`config.mk`:
```
export PLATFORM = sky130hd
export DESIGN_NAME = fir_tap_sequencer_flat
export DESIGN_NICKNAME = d
export VERILOG_FILES = /design/src/rtl/fir_tap_sequencer_if.sv /design/src/rtl/fir_tap_sequencer.sv /design/src/flat_wrapper.sv
export SDC_FILE = /design/constraint.sdc
export NUM_CORES = 1
export LEC_CHECK = 0
export CAP_MARGIN = 30
export CORE_MARGIN = 2
export CORE_UTILIZATION = 55
export DETAILED_ROUTE_END_ITERATION = 16
export PLACE_DENSITY = 0.91
export SYNTH_ARGS = -nofsm -noshare
export SYNTH_HDL_FRONTEND = slang
export SYNTH_SLANG_ARGS = --single-unit
export TNS_END_PERCENT = 50
```
`constraint.sdc`:
```
create_clock -name i_clk -period 7 [get_ports i_clk]
set_input_delay 1.4 -clock i_clk [delete_from_list [all_inputs] [get_ports i_clk]]
set_output_delay 1.4 -clock i_clk [all_outputs]
set_load 0.1 [all_outputs]
```
`src/rtl/fir_tap_sequencer_if.sv`:
```
// Handshake and datapath-strobe bundle between the FIR tap sequencer and its
// deserializer, sample buffer, coefficient ROM, MAC lanes and output serializer.
interface fir_tap_sequencer_if #(
    parameter int FIR_DEPTH     = 256,
    parameter int NUM_PIPELINES = 8
) ();
    localparam int ADDR_WIDTH = $clog2(FIR_DEPTH);

    logic                                  i_sample_valid;
    logic                                  o_sample_ready;
    logic                                  o_wr_en;
    logic [ADDR_WIDTH-1:0]                 o_wr_addr;
    logic [NUM_PIPELINES*ADDR_WIDTH-1:0]   o_rd_addr;
    logic [ADDR_WIDTH-1:0]                 o_coef_addr;
    logic                                  o_mac_clr;
    logic                                  o_mac_en;
    logic                                  o_result_valid;
    logic                                  i_result_ready;
    logic                                  o_busy;

    // The sequencer owns every strobe, so it is the master side.
    modport master (
        input  i_sample_valid,
        input  i_result_ready,
        output o_sample_ready,
        output o_wr_en,
        output o_wr_addr,
        output o_rd_addr,
        output o_coef_addr,
        output o_mac_clr,
        output o_mac_en,
        output o_result_valid,
        output o_busy
    );

    modport slave (
        output i_sample_valid,
        output i_result_ready,
        input  o_sample_ready,
        input  o_wr_en,
        input  o_wr_addr,
        input  o_rd_addr,
        input  o_coef_addr,
        input  o_mac_clr,
        input  o_mac_en,
        input  o_result_valid,
        input  o_busy
    );
endinterface

```
`src/rtl/fir_tap_sequencer.sv`:
```
// Control sequencer for a time-multiplexed FIR: sample write, lane-parallel MAC
// beats, pipeline drain and result handshake. Optional macro
// FIR_TAP_SEQUENCER_OVERRUN_CNT_EN adds a saturating overrun counter port.
module fir_tap_sequencer #(
    parameter int FIR_DEPTH     = 256,
    parameter int NUM_PIPELINES = 8,
    parameter int MAC_LATENCY   = 3
) (
    input  logic                   i_clk,
    input  logic                   i_rst_n,
    input  logic                   i_en,
    fir_tap_sequencer_if.master    bus
`ifdef FIR_TAP_SEQUENCER_OVERRUN_CNT_EN
    ,
    output logic [15:0]            o_overrun_cnt
`endif
);
    localparam int ADDR_WIDTH = $clog2(FIR_DEPTH);
    localparam int BEATS      = FIR_DEPTH / NUM_PIPELINES;
    localparam int BEAT_W     = (BEATS > 1) ? $clog2(BEATS) : 1;
    localparam int DRAIN_W    = (MAC_LATENCY > 1) ? $clog2(MAC_LATENCY) : 1;
    localparam int RD_W       = NUM_PIPELINES * ADDR_WIDTH;

    typedef enum logic [2:0] {
        IDLE   = 3'd0,
        WRITE  = 3'd1,
        MAC    = 3'd2,
        DRAIN  = 3'd3,
        OUTPUT = 3'd4
    } state_t;

    state_t                 state_reg, state_next;
    logic [ADDR_WIDTH-1:0]  head_reg, head_next;
    logic [BEAT_W-1:0]      beat_reg, beat_next;
    logic [DRAIN_W-1:0]     drain_reg, drain_next;
    logic                   armed_reg, armed_next;
    logic [RD_W-1:0]        rd_addr_reg, rd_addr_next;
    logic [ADDR_WIDTH-1:0]  coef_addr_reg, coef_addr_next;

    logic                   sample_ready;
    logic                   wr_en;
    logic                   mac_en;
    logic                   mac_clr;
    logic                   result_valid;
    logic [ADDR_WIDTH-1:0]  coef_base;
    logic [RD_W-1:0]        lane_addr;

    // Coefficient base of the current beat; beat*NUM_PIPELINES never exceeds FIR_DEPTH-1.
    assign coef_base = ADDR_WIDTH'(int'(beat_reg) * NUM_PIPELINES);

    // Lane k reads the sample k taps older than the beat's base tap; wraps naturally.
    for (genvar gi = 0; gi < NUM_PIPELINES; gi++) begin : g_lane
        assign lane_addr[gi*ADDR_WIDTH +: ADDR_WIDTH] =
            head_reg - coef_base - ADDR_WIDTH'(gi);
    end

    always_ff @(posedge i_clk or negedge i_rst_n) begin
        if (!i_rst_n) begin
            state_reg     <= IDLE;
            head_reg      <= '0;
            beat_reg      <= '0;
            drain_reg     <= '0;
            armed_reg     <= 1'b0;
            rd_addr_reg   <= '0;
            coef_addr_reg <= '0;
        end else begin
            state_reg     <= state_next;
            head_reg      <= head_next;
            beat_reg      <= beat_next;
            drain_reg     <= drain_next;
            armed_reg     <= armed_next;
            rd_addr_reg   <= rd_addr_next;
            coef_addr_reg <= coef_addr_next;
        end
    end

    always_comb begin
        state_next     = state_reg;
        head_next      = head_reg;
        beat_next      = beat_reg;
        drain_next     = drain_reg;
        armed_next     = 1'b1;
        rd_addr_next   = rd_addr_reg;
        coef_addr_next = coef_addr_reg;
        sample_ready   = 1'b0;
        wr_en          = 1'b0;
        mac_en         = 1'b0;
        mac_clr        = 1'b0;
        result_valid   = 1'b0;

        case (state_reg)
            IDLE: begin
                sample_ready = armed_reg & i_en;
                if (sample_ready && bus.i_sample_valid) begin
                    head_next  = head_reg + ADDR_WIDTH'(1);
                    state_next = WRITE;
                end
            end

            WRITE: begin
                wr_en = i_en;
                if (i_en) begin
                    beat_next  = '0;
                    state_next = MAC;
                end
            end

            MAC: begin
                // Addresses track the frozen beat while stalled, so a resumed beat sees the same taps.
                mac_en         = i_en;
                mac_clr        = i_en && (beat_reg == '0);
                rd_addr_next   = lane_addr;
                coef_addr_next = coef_base;
                if (i_en) begin
                    if (beat_reg == BEAT_W'(BEATS - 1)) begin
                        if (MAC_LATENCY == 0) begin
                            state_next = OUTPUT;
                        end else begin
                            drain_next = '0;
                            state_next = DRAIN;
                        end
                    end else begin
                        beat_next = beat_reg + BEAT_W'(1);
                    end
                end
            end

            DRAIN: begin
                if (i_en) begin
                    if (drain_reg == DRAIN_W'(MAC_LATENCY - 1)) begin
                        state_next = OUTPUT;
                    end else begin
                        drain_next = drain_reg + DRAIN_W'(1);
                    end
                end
            end

            OUTPUT: begin
                // The result handshake deliberately ignores i_en so a stalled core still drains.
                result_valid = 1'b1;
                if (bus.i_result_ready) begin
                    state_next = IDLE;
                end
            end

            default: begin
                state_next = IDLE;
            end
        endcase
    end

    assign bus.o_sample_ready = sample_ready;
    assign bus.o_wr_en        = wr_en;
    assign bus.o_wr_addr      = head_reg;
    assign bus.o_rd_addr      = rd_addr_next;
    assign bus.o_coef_addr    = coef_addr_next;
    assign bus.o_mac_clr      = mac_clr;
    assign bus.o_mac_en       = mac_en;
    assign bus.o_result_valid = result_valid;
    assign bus.o_busy         = (state_reg != IDLE);

`ifdef FIR_TAP_SEQUENCER_OVERRUN_CNT_EN
    logic [15:0] overrun_cnt_reg;

    // Counts cycles in which the deserializer offers a sample the sequencer cannot take.
    always_ff @(posedge i_clk or negedge i_rst_n) begin
        if (!i_rst_n) begin
            overrun_cnt_reg <= '0;
        end else if (i_en && bus.i_sample_valid && (state_reg != IDLE)
                     && (overrun_cnt_reg != 16'hFFFF)) begin
            overrun_cnt_reg <= overrun_cnt_reg + 16'd1;
        end
    end

    assign o_overrun_cnt = overrun_cnt_reg;
`endif

endmodule

```
`src/flat_wrapper.sv`:
```
// flat-port wrapper written by rule: the top's interface ports become plain ports
module fir_tap_sequencer_flat 
#(
    parameter int FIR_DEPTH     = 256,
    parameter int NUM_PIPELINES = 8,
    parameter int MAC_LATENCY   = 3
)
  (i_clk, i_rst_n, i_en, bus_i_sample_valid, bus_i_result_ready, bus_o_sample_ready, bus_o_wr_en, bus_o_wr_addr, bus_o_rd_addr, bus_o_coef_addr, bus_o_mac_clr, bus_o_mac_en, bus_o_result_valid, bus_o_busy);
  fir_tap_sequencer_if #(.FIR_DEPTH(FIR_DEPTH), .NUM_PIPELINES(NUM_PIPELINES)) bus_i ();
  input  logic i_clk;
  input  logic i_rst_n;
  input  logic i_en;
  input wire logic [$bits(bus_i.i_sample_valid)-1:0] bus_i_sample_valid;
  input wire logic [$bits(bus_i.i_result_ready)-1:0] bus_i_result_ready;
  output wire logic [$bits(bus_i.o_sample_ready)-1:0] bus_o_sample_ready;
  output wire logic [$bits(bus_i.o_wr_en)-1:0] bus_o_wr_en;
  output wire logic [$bits(bus_i.o_wr_addr)-1:0] bus_o_wr_addr;
  output wire logic [$bits(bus_i.o_rd_addr)-1:0] bus_o_rd_addr;
  output wire logic [$bits(bus_i.o_coef_addr)-1:0] bus_o_coef_addr;
  output wire logic [$bits(bus_i.o_mac_clr)-1:0] bus_o_mac_clr;
  output wire logic [$bits(bus_i.o_mac_en)-1:0] bus_o_mac_en;
  output wire logic [$bits(bus_i.o_result_valid)-1:0] bus_o_result_valid;
  output wire logic [$bits(bus_i.o_busy)-1:0] bus_o_busy;
  assign bus_i.i_sample_valid = bus_i_sample_valid;
  assign bus_i.i_result_ready = bus_i_result_ready;
  assign bus_o_sample_ready = bus_i.o_sample_ready;
  assign bus_o_wr_en = bus_i.o_wr_en;
  assign bus_o_wr_addr = bus_i.o_wr_addr;
  assign bus_o_rd_addr = bus_i.o_rd_addr;
  assign bus_o_coef_addr = bus_i.o_coef_addr;
  assign bus_o_mac_clr = bus_i.o_mac_clr;
  assign bus_o_mac_en = bus_i.o_mac_en;
  assign bus_o_result_valid = bus_i.o_result_valid;
  assign bus_o_busy = bus_i.o_busy;
  fir_tap_sequencer #(.FIR_DEPTH(FIR_DEPTH), .NUM_PIPELINES(NUM_PIPELINES), .MAC_LATENCY(MAC_LATENCY)) u_core (.i_clk(i_clk), .i_rst_n(i_rst_n), .i_en(i_en), .bus(bus_i));
endmodule
```
==> flow_summary.ini, run 1 <==
[status]
status = completed

[global_route]
grt_overflow = 0
grt_max_degree = 84
grt_util_all_layers = 0.260
grt_antenna_before_repair = 0
grt_pass1_wl_mm = 17.7
grt_pass1_vias = 3489

[critical_path]
crit_type = reg2out
required_ns = 5.60
cp.arrival_ns = 4.51
cp-start-kind = register
path_max_fanout = 13
worstSetupEndpointType = output port

[clocking]
cts_tree = done
holdBufCountCts = 0
insertion_delay_ns = 0.36
clockBufferDepth = 2
path_clk_slew_ns = 0.10
cts_made_buffers = 9
root_buffer = clkbuf_8
htree_levels = 3
clock-sinks = 91
ctsResizeCount = 0
postCtsSetupBuffers = 0

[timing]
worst_slew_pin_slew_ns = 1.03
hold_viol = 0
rsz0062_at_grt = no
skew_ns = 0.0143
max_slew_margin = 0.310
period_share = 0.844
finalSetupViolCount = 0
timing.final.crit_period_ns = 5.91
tns_ns = 0
fin_ws_ns = 1.09
fmax_mhz = 169
drv_slew = 0

[synth]
syn_area_um2 = 4410
synth_xor_area_frac = 0.0868
yosys-mux-area-fraction = 0.00738
synth_fp_nets = 483
synth_edf_count = 0
seq_area_frac_synth = 0.516
synth_top_family_by_area = simple AND/OR/NAND/NOR gates
yosys.area.top_type = dfrtp_1
synthFlopType = dfrtp_1
synth_warnings = 0
synth_fa_ha_area_frac = 0.0556
synth_top_area_frac = 0.516
synthSimpleGateAreaFrac = 0.161
synth_compound_area_frac = 0.126
syn_area_per_cell_um2 = 9.61
async_flop_share = 1.00
synth_cells = 459
ys_ff_latch = 91
synth_cell_types = 44
ys_top_cells_by_area = dfrtp_1 52%, nand2_1 9.0%, o21ai_0 5.7%

[placement]
placed_cells = 623
dp_hpwl_mm = 7.47
port_buffers = 90
pre_cts_ws_ns = 1.53
gp_congestion = 0.945

[cells_and_area]
final_common_cell = nand2_1
largest_reg_flops = 64
fin_util = 0.706
stdcell_count = 639
area_delta_synth_final_pct = 24.4
antennaDiodeCount = 0
multi_input_area_um2 = 1940
ff_latch_area_um2 = 2280
nNetsFinal = 556
fillers = 562
final_cell_mix = 106 x nand2_1, 91 x dfrtp_1, 89 x clkdlybuf4s50_1
drive_above_1_share = 0.0577

[floorplanning]
start_util = 0.568
die_w_um = 93.6
dieArea_um2 = 8750
die_h_um = 93.6
ios = 91
core.rowCount = 32
core_region_area_um2 = 7770

[detailed_routing]
drtPass1Iterations = 4
avgViaCountPerCell = 5.59
drt-initial-drc-count = 286
drcViolationCount = 0
vias = 3571
wl_per_cell_um = 16.7
drt_wl_total_mm = 10.7
ant_nets = 0

[run]
drv_cap = 0

[hold_path]
hp-class = reg2reg
stage by stage:
step | hold WS (ns) | instance area (um^2)
4_1_cts | 0.482 | 5490
3_3_place_gp | 0.455 | 5310
5_1_grt | 0.512 | 5490
6_report | 0.481 | 5490
2_1_floorplan | 0.471 | 4410
3_5_place_dp | 0.459 | 5310
cells in the mapped netlist, drive strengths merged, types with 2 or more instances:
library cell,number
nand2,106
dfrtp,91
o21ai,60
xnor2,27
clkbuf,21
a21oi,18
ha,18
inv,15
nor2,15
xor2,15
nand3,13
buf,9
and2,7
a21o,5
a21boi,3
and4,3
nand2b,3
o21a,3
a211oi,2
a22o,2
and3,2
mux2,2
nand4,2
nor3,2
or3,2
or3b,2
routing by layer:
metal / global-route usage / share of wire
met1: 0.346 / 0.42
met2: 0.427 / 0.50
met3: 0.0604 / 0.070
met4: 0.0797 / 0.015
met5: 0 / 0
kinds of logic (layout without fill, tap and decap cells):
logic type      Yosys count  in the layout
xor+xnor                 42             42
mux                       3              3
fa+ha+maj                19             19
simple gates            162            162
other cells               1              1
compound gates           96             96
buf+inv                  45            123
flops                    91             91
worst max-delay path, stage by stage, from the launching register on:
cell and delay [ns]:
dfrtp_1 0.37, inv_1 0.09, ha_1 0.24, fa_1 0.87, and2_1 0.48, nand2_1 0.31, a211oi_2 0.33, xnor2_1 0.10
o21ai_1 0.19, clkdlybuf4s50_1 1.16
path summary, 6_finish.rpt:
| kind | from | to | slack, ns | cells after the start |
|---|---|---|---|---|
| worst max-delay path | u_core.bus.o_wr_addr[3] | bus_o_rd_addr[39] | 1.09 | 9 |
| worst min-delay path | u_core.rd_addr_reg[42] | u_core.rd_addr_reg[42] | 0.48 | 2 |
| worst max register to register | u_core.bus.o_wr_addr[3] | u_core.rd_addr_reg[39] | 3.91 | 8 |
| worst min register to register | u_core.rd_addr_reg[42] | u_core.rd_addr_reg[42] | 0.48 | 2 |
| max in group asynchronous | i_rst_n | u_core.coef_addr_reg[5] | 4.98 | 2 |
| min in group asynchronous | i_rst_n | u_core.rd_addr_reg[30] | 1.01 | 1 |
final cells by class:
cell class              count  area share
flip-flops and latches     91       0.415
multi-input cells         323       0.353
repair buffers             92       0.166
well taps                 102      0.0233
clock buffers               9      0.0226
inverters                  15      0.0103
clock inverters             7     0.00958
Power of run 1 is left out: the tool's default activity adds up to more than one toggle a clock period on the data nets, which glitch-free logic cannot reach.
==> inputs of run 2 (changes only) <==
--- a/config.mk
+++ b/config.mk
@@ -7,9 +7,9 @@
 export LEC_CHECK = 0
 export CAP_MARGIN = 30
 export CORE_MARGIN = 2
-export CORE_UTILIZATION = 55
+export CORE_UTILIZATION = 51
 export DETAILED_ROUTE_END_ITERATION = 16
-export PLACE_DENSITY = 0.91
+export PLACE_DENSITY = 0.86
 export SYNTH_ARGS = -nofsm -noshare
 export SYNTH_HDL_FRONTEND = slang
 export SYNTH_SLANG_ARGS = --single-unit
==> constraint.sdc (replaced) <==
create_clock -name i_clk -period 5.9 [get_ports i_clk]
set_input_delay 1.18 -clock i_clk [delete_from_list [all_inputs] [get_ports i_clk]]
set_output_delay 1.18 -clock i_clk [all_outputs]
set_load 0.1 [all_outputs]
==> flow_summary.ini, run 2 (synthesis gave the netlist of run 1 again) <==
[floorplanning]
core_region_area_um2 = 8300
die_w_um = 97.0
die_h_um = 97.0
ios = 91
core.rowCount = 33
dieArea_um2 = 9410
start_util = 0.531

[clocking]
clockBufferDepth = 2
htree_levels = 3
holdBufCountCts = 0
clock-sinks = 91
path_clk_slew_ns = 0.09
cts_tree = done
root_buffer = clkbuf_8
insertion_delay_ns = 0.35
postCtsSetupBuffers = 0
ctsResizeCount = 0
cts_made_buffers = 9

[global_route]
grt_max_degree = 82
grt_antenna_before_repair = 0
grt_overflow = 0
grt_pass1_wl_mm = 17.1
grt_util_all_layers = 0.223
grt_pass1_vias = 3505

[timing]
tns_ns = 0
skew_ns = 0.0107
fmax_mhz = 197
finalSetupViolCount = 0
worst_slew_pin_slew_ns = 1.02
rsz0062_at_grt = no
max_slew_margin = 0.315
timing.final.crit_period_ns = 5.07
drv_slew = 0
period_share = 0.859
hold_viol = 0

[detailed_routing]
wl_per_cell_um = 15.6
drtPass1Iterations = 4
drt_wl_total_mm = 10.0
vias = 3390
ant_nets = 0
drcViolationCount = 0
avgViaCountPerCell = 5.27
drt-initial-drc-count = 177

[cells_and_area]
multi_input_area_um2 = 1940
final_cell_mix = 106 x nand2_1, 91 x dfrtp_1, 71 x clkdlybuf4s50_1
final_common_cell = nand2_1
area_delta_synth_final_pct = 24.9
largest_reg_flops = 64
fillers = 665
antennaDiodeCount = 0
nNetsFinal = 558
ff_latch_area_um2 = 2280
drive_above_1_share = 0.0929

[critical_path]
crit_chain = inv_1 -> ha_1 -> ha_1 -> a21boi_0 -> nand3_1 -> xor2_1 -> o21ai_1 -> clkdlybuf4s50_1
path_max_fanout = 14
slowest_delay_ns = 1.17
cp_slowest_cell = clkdlybuf4s50_1
cpMostUsedCell = ha_1
required_ns = 4.72
cp.arrival_ns = 3.89
worstSetupEndpointType = output port
r2r_slack_ns = 2.68
crit_type = reg2out
cp-start-kind = register

[placement]
port_buffers = 90
gp_congestion = 0.849
dp_hpwl_mm = 7.11

[hold_path]
hp-class = reg2reg

[run]
drv_cap = 0

[status]
status = completed
==> run 2: cell count changes in the layout (fill, tap and decap cells not counted) <==
cell,previous run,this run
clkinv_2,2,1
clkinv_4,3,1
o21ai_1,8,11
bufinv_16,0,2
buf_12,0,1
buf_4,3,22
clkdlybuf4s50_1,89,71
o21ai_0,50,47
==> run 2: final timing paths <==
check,startpoint,to,depth (start not counted)
max,u_core.bus.o_wr_addr[3],bus_o_rd_addr[22],8
min,u_core.rd_addr_reg[63],u_core.rd_addr_reg[63],2
max reg2reg,u_core.bus.o_wr_addr[3],u_core.rd_addr_reg[54],8
min reg2reg,u_core.rd_addr_reg[63],u_core.rd_addr_reg[63],2
max in group asynchronous,i_rst_n,u_core.bus.o_wr_addr[1],2
min in group asynchronous,i_rst_n,u_core.rd_addr_reg[22],1
==> run 2: worst max-delay path, delay by kind of cell, from the launching register on <==
kind / cells / cell delay (ns)
AOI/OAI and AO/OA: 2 / 0.51
xor gates and xnor gates: 1 / 0.20
adders and majority gates: 2 / 1.02
buffers and inverters: 2 / 1.27
DFF: 1 / 0.39
and+or+nand+nor: 1 / 0.16
==> run 2: final cells by class <==
class,count,share of cell area
Sequential cell,91,0.413
Clock inverter,6,0.0163
Timing Repair Buffer,94,0.163
Inverter,15,0.0102
Tap cell,105,0.0238
Clock buffer,9,0.0225
Multi-Input combinational cell,323,0.351
==> run 2: through the flow <==
step           worst slack (ns)  utilization  hold WS (ns)  cell area (um^2)  instances
2_1_floorplan           -0.0404            -         0.471              4410        459
3_3_place_gp               1.38        0.636         0.455              5280        627
3_5_place_dp               1.28        0.638         0.459              5300        628
4_1_cts                   0.825        0.664         0.481              5510        643
5_1_grt                   0.589        0.664         0.497              5510        643
6_report                  0.833        0.664         0.477              5510        643
==> run 2: layer usage <==
metal / global-route usage / vias to the layer above / part of all wire
met5: 0 / - / 0
met2: 0.373 / 95 / 0.49
met4: 0.0509 / 0 / 0.012
li1: - / 1657 / -
met1: 0.291 / 1625 / 0.44
met3: 0.0621 / 13 / 0.053
Power of run 2 is left out for the same reason.
==> inputs of run 3 (changes only) <==
==> constraint.sdc (replaced) <==
create_clock -name i_clk -period 5.3 [get_ports i_clk]
set_input_delay 1.06 -clock i_clk [delete_from_list [all_inputs] [get_ports i_clk]]
set_output_delay 1.06 -clock i_clk [all_outputs]
set_load 0.1 [all_outputs]
==> flow_summary.ini, run 3 (synthesis gave the netlist of run 1 again) <==
[cells_and_area]
fin_util = 0.662
fillers = 658
drive_above_1_share = 0.124
final_common_cell = nand2_1
largest_reg_flops = 64
nNetsFinal = 558
antennaDiodeCount = 0
area_delta_synth_final_pct = 24.5
final_cell_mix = 106 x nand2_1, 91 x dfrtp_1, 55 x clkdlybuf4s50_1
stdcell_count = 644

[placement]
placed_cells = 628
dp_hpwl_mm = 7.35
port_buffers = 90
gp_congestion = 0.843

[clocking]
htree_levels = 3
postCtsSetupBuffers = 0
holdBufCountCts = 0
insertion_delay_ns = 0.37
ctsResizeCount = 0
clockBufferDepth = 2
cts_tree = done
cts_made_buffers = 9
root_buffer = clkbuf_8
clock-sinks = 91
path_clk_slew_ns = 0.09

[timing]
tns_ns = 0
skew_ns = 0.0126
hold_viol = 0
drv_slew = 0
rsz0062_at_grt = no
finalSetupViolCount = 0
timing.final.crit_period_ns = 4.70
whs_ns = 0.481
fmax_mhz = 213
max_slew_margin = 0.303
period_share = 0.887
worst_slew_pin_slew_ns = 1.04

[global_route]
grt_antenna_before_repair = 0
grt_util_all_layers = 0.223
grt_overflow = 0
grt_pass1_vias = 3370
grt_max_degree = 67
grt_pass1_wl_mm = 16.7

[floorplanning]
start_util = 0.531
core.rowCount = 33
die_h_um = 97.0
ios = 91
dieArea_um2 = 9410
die_w_um = 97.0
core_region_area_um2 = 8300

[critical_path]
required_ns = 4.24
path_max_fanout = 13
crit_type = reg2out
cp-start-kind = register
cp.depth = 9
crit_chain = inv_1 -> ha_1 -> fa_1 -> and2_1 -> nand2_1 -> a211oi_2 -> xnor2_1 -> o21ai_1 -> buf_4
r2r_cells = 8
slowest_delay_ns = 0.90
cp.arrival_ns = 3.64
cp_top_family = adder cells
critPathBufInv = 2
worstSetupEndpointType = output port
cp_slowest_cell = fa_1

[detailed_routing]
vias = 3406
drt_wl_total_mm = 10.2
ant_nets = 0
drt-initial-drc-count = 169
avgViaCountPerCell = 5.29
wl_per_cell_um = 15.8
drcViolationCount = 0
drtPass1Iterations = 4

[run]
drv_cap = 0

[status]
status = completed

[hold_path]
hold_depth = 2
hp-class = reg2reg
-- run 3: worst paths after layout --
kind | startpoint | end | slack (ns)
max in group asynchronous | i_rst_n | u_core.rd_addr_reg[40] | 3.62
max reg2reg | u_core.bus.o_wr_addr[3] | u_core.rd_addr_reg[39] | 2.26
min in group asynchronous | i_rst_n | u_core.rd_addr_reg[22] | 0.65
max | u_core.bus.o_wr_addr[3] | bus_o_rd_addr[39] | 0.60
min | u_core.rd_addr_reg[48] | u_core.rd_addr_reg[48] | 0.48
min reg2reg | u_core.rd_addr_reg[48] | u_core.rd_addr_reg[48] | 0.48
-- run 3: worst min-delay path, stage by stage, from the launching register on --
cell     delay [ns]
dfrtp_1        0.33
nand2_1        0.05
nand2_1        0.07
-- run 3: metrics by stage --
stage	area, um^2	worst slack (ns)
2_1_floorplan	4410	-0.355
3_3_place_gp	5240	1.15
3_5_place_dp	5260	1.05
4_1_cts	5490	0.641
5_1_grt	5490	0.408
6_report	5490	0.601
-- run 3: final cells by class --
| type | count | area (um^2) | share of cell area |
|---|---|---|---|
| clock buffers | 11 | 151 | 0.0276 |
| clock inverters | 5 | 85.1 | 0.0155 |
| inverters | 15 | 56.3 | 0.0103 |
| multi-input cells | 323 | 1940 | 0.352 |
| flip-flops and latches | 91 | 2280 | 0.415 |
| well taps | 105 | 131 | 0.0239 |
| repair buffers | 94 | 856 | 0.156 |
-- run 3: per-layer routing --
metal  wire length [um]  track usage
met3                659       0.0571
met2               5000        0.365
met5                  0            0
met4                144       0.0780
met1               4390        0.290
Power of run 3 is left out for the same reason.
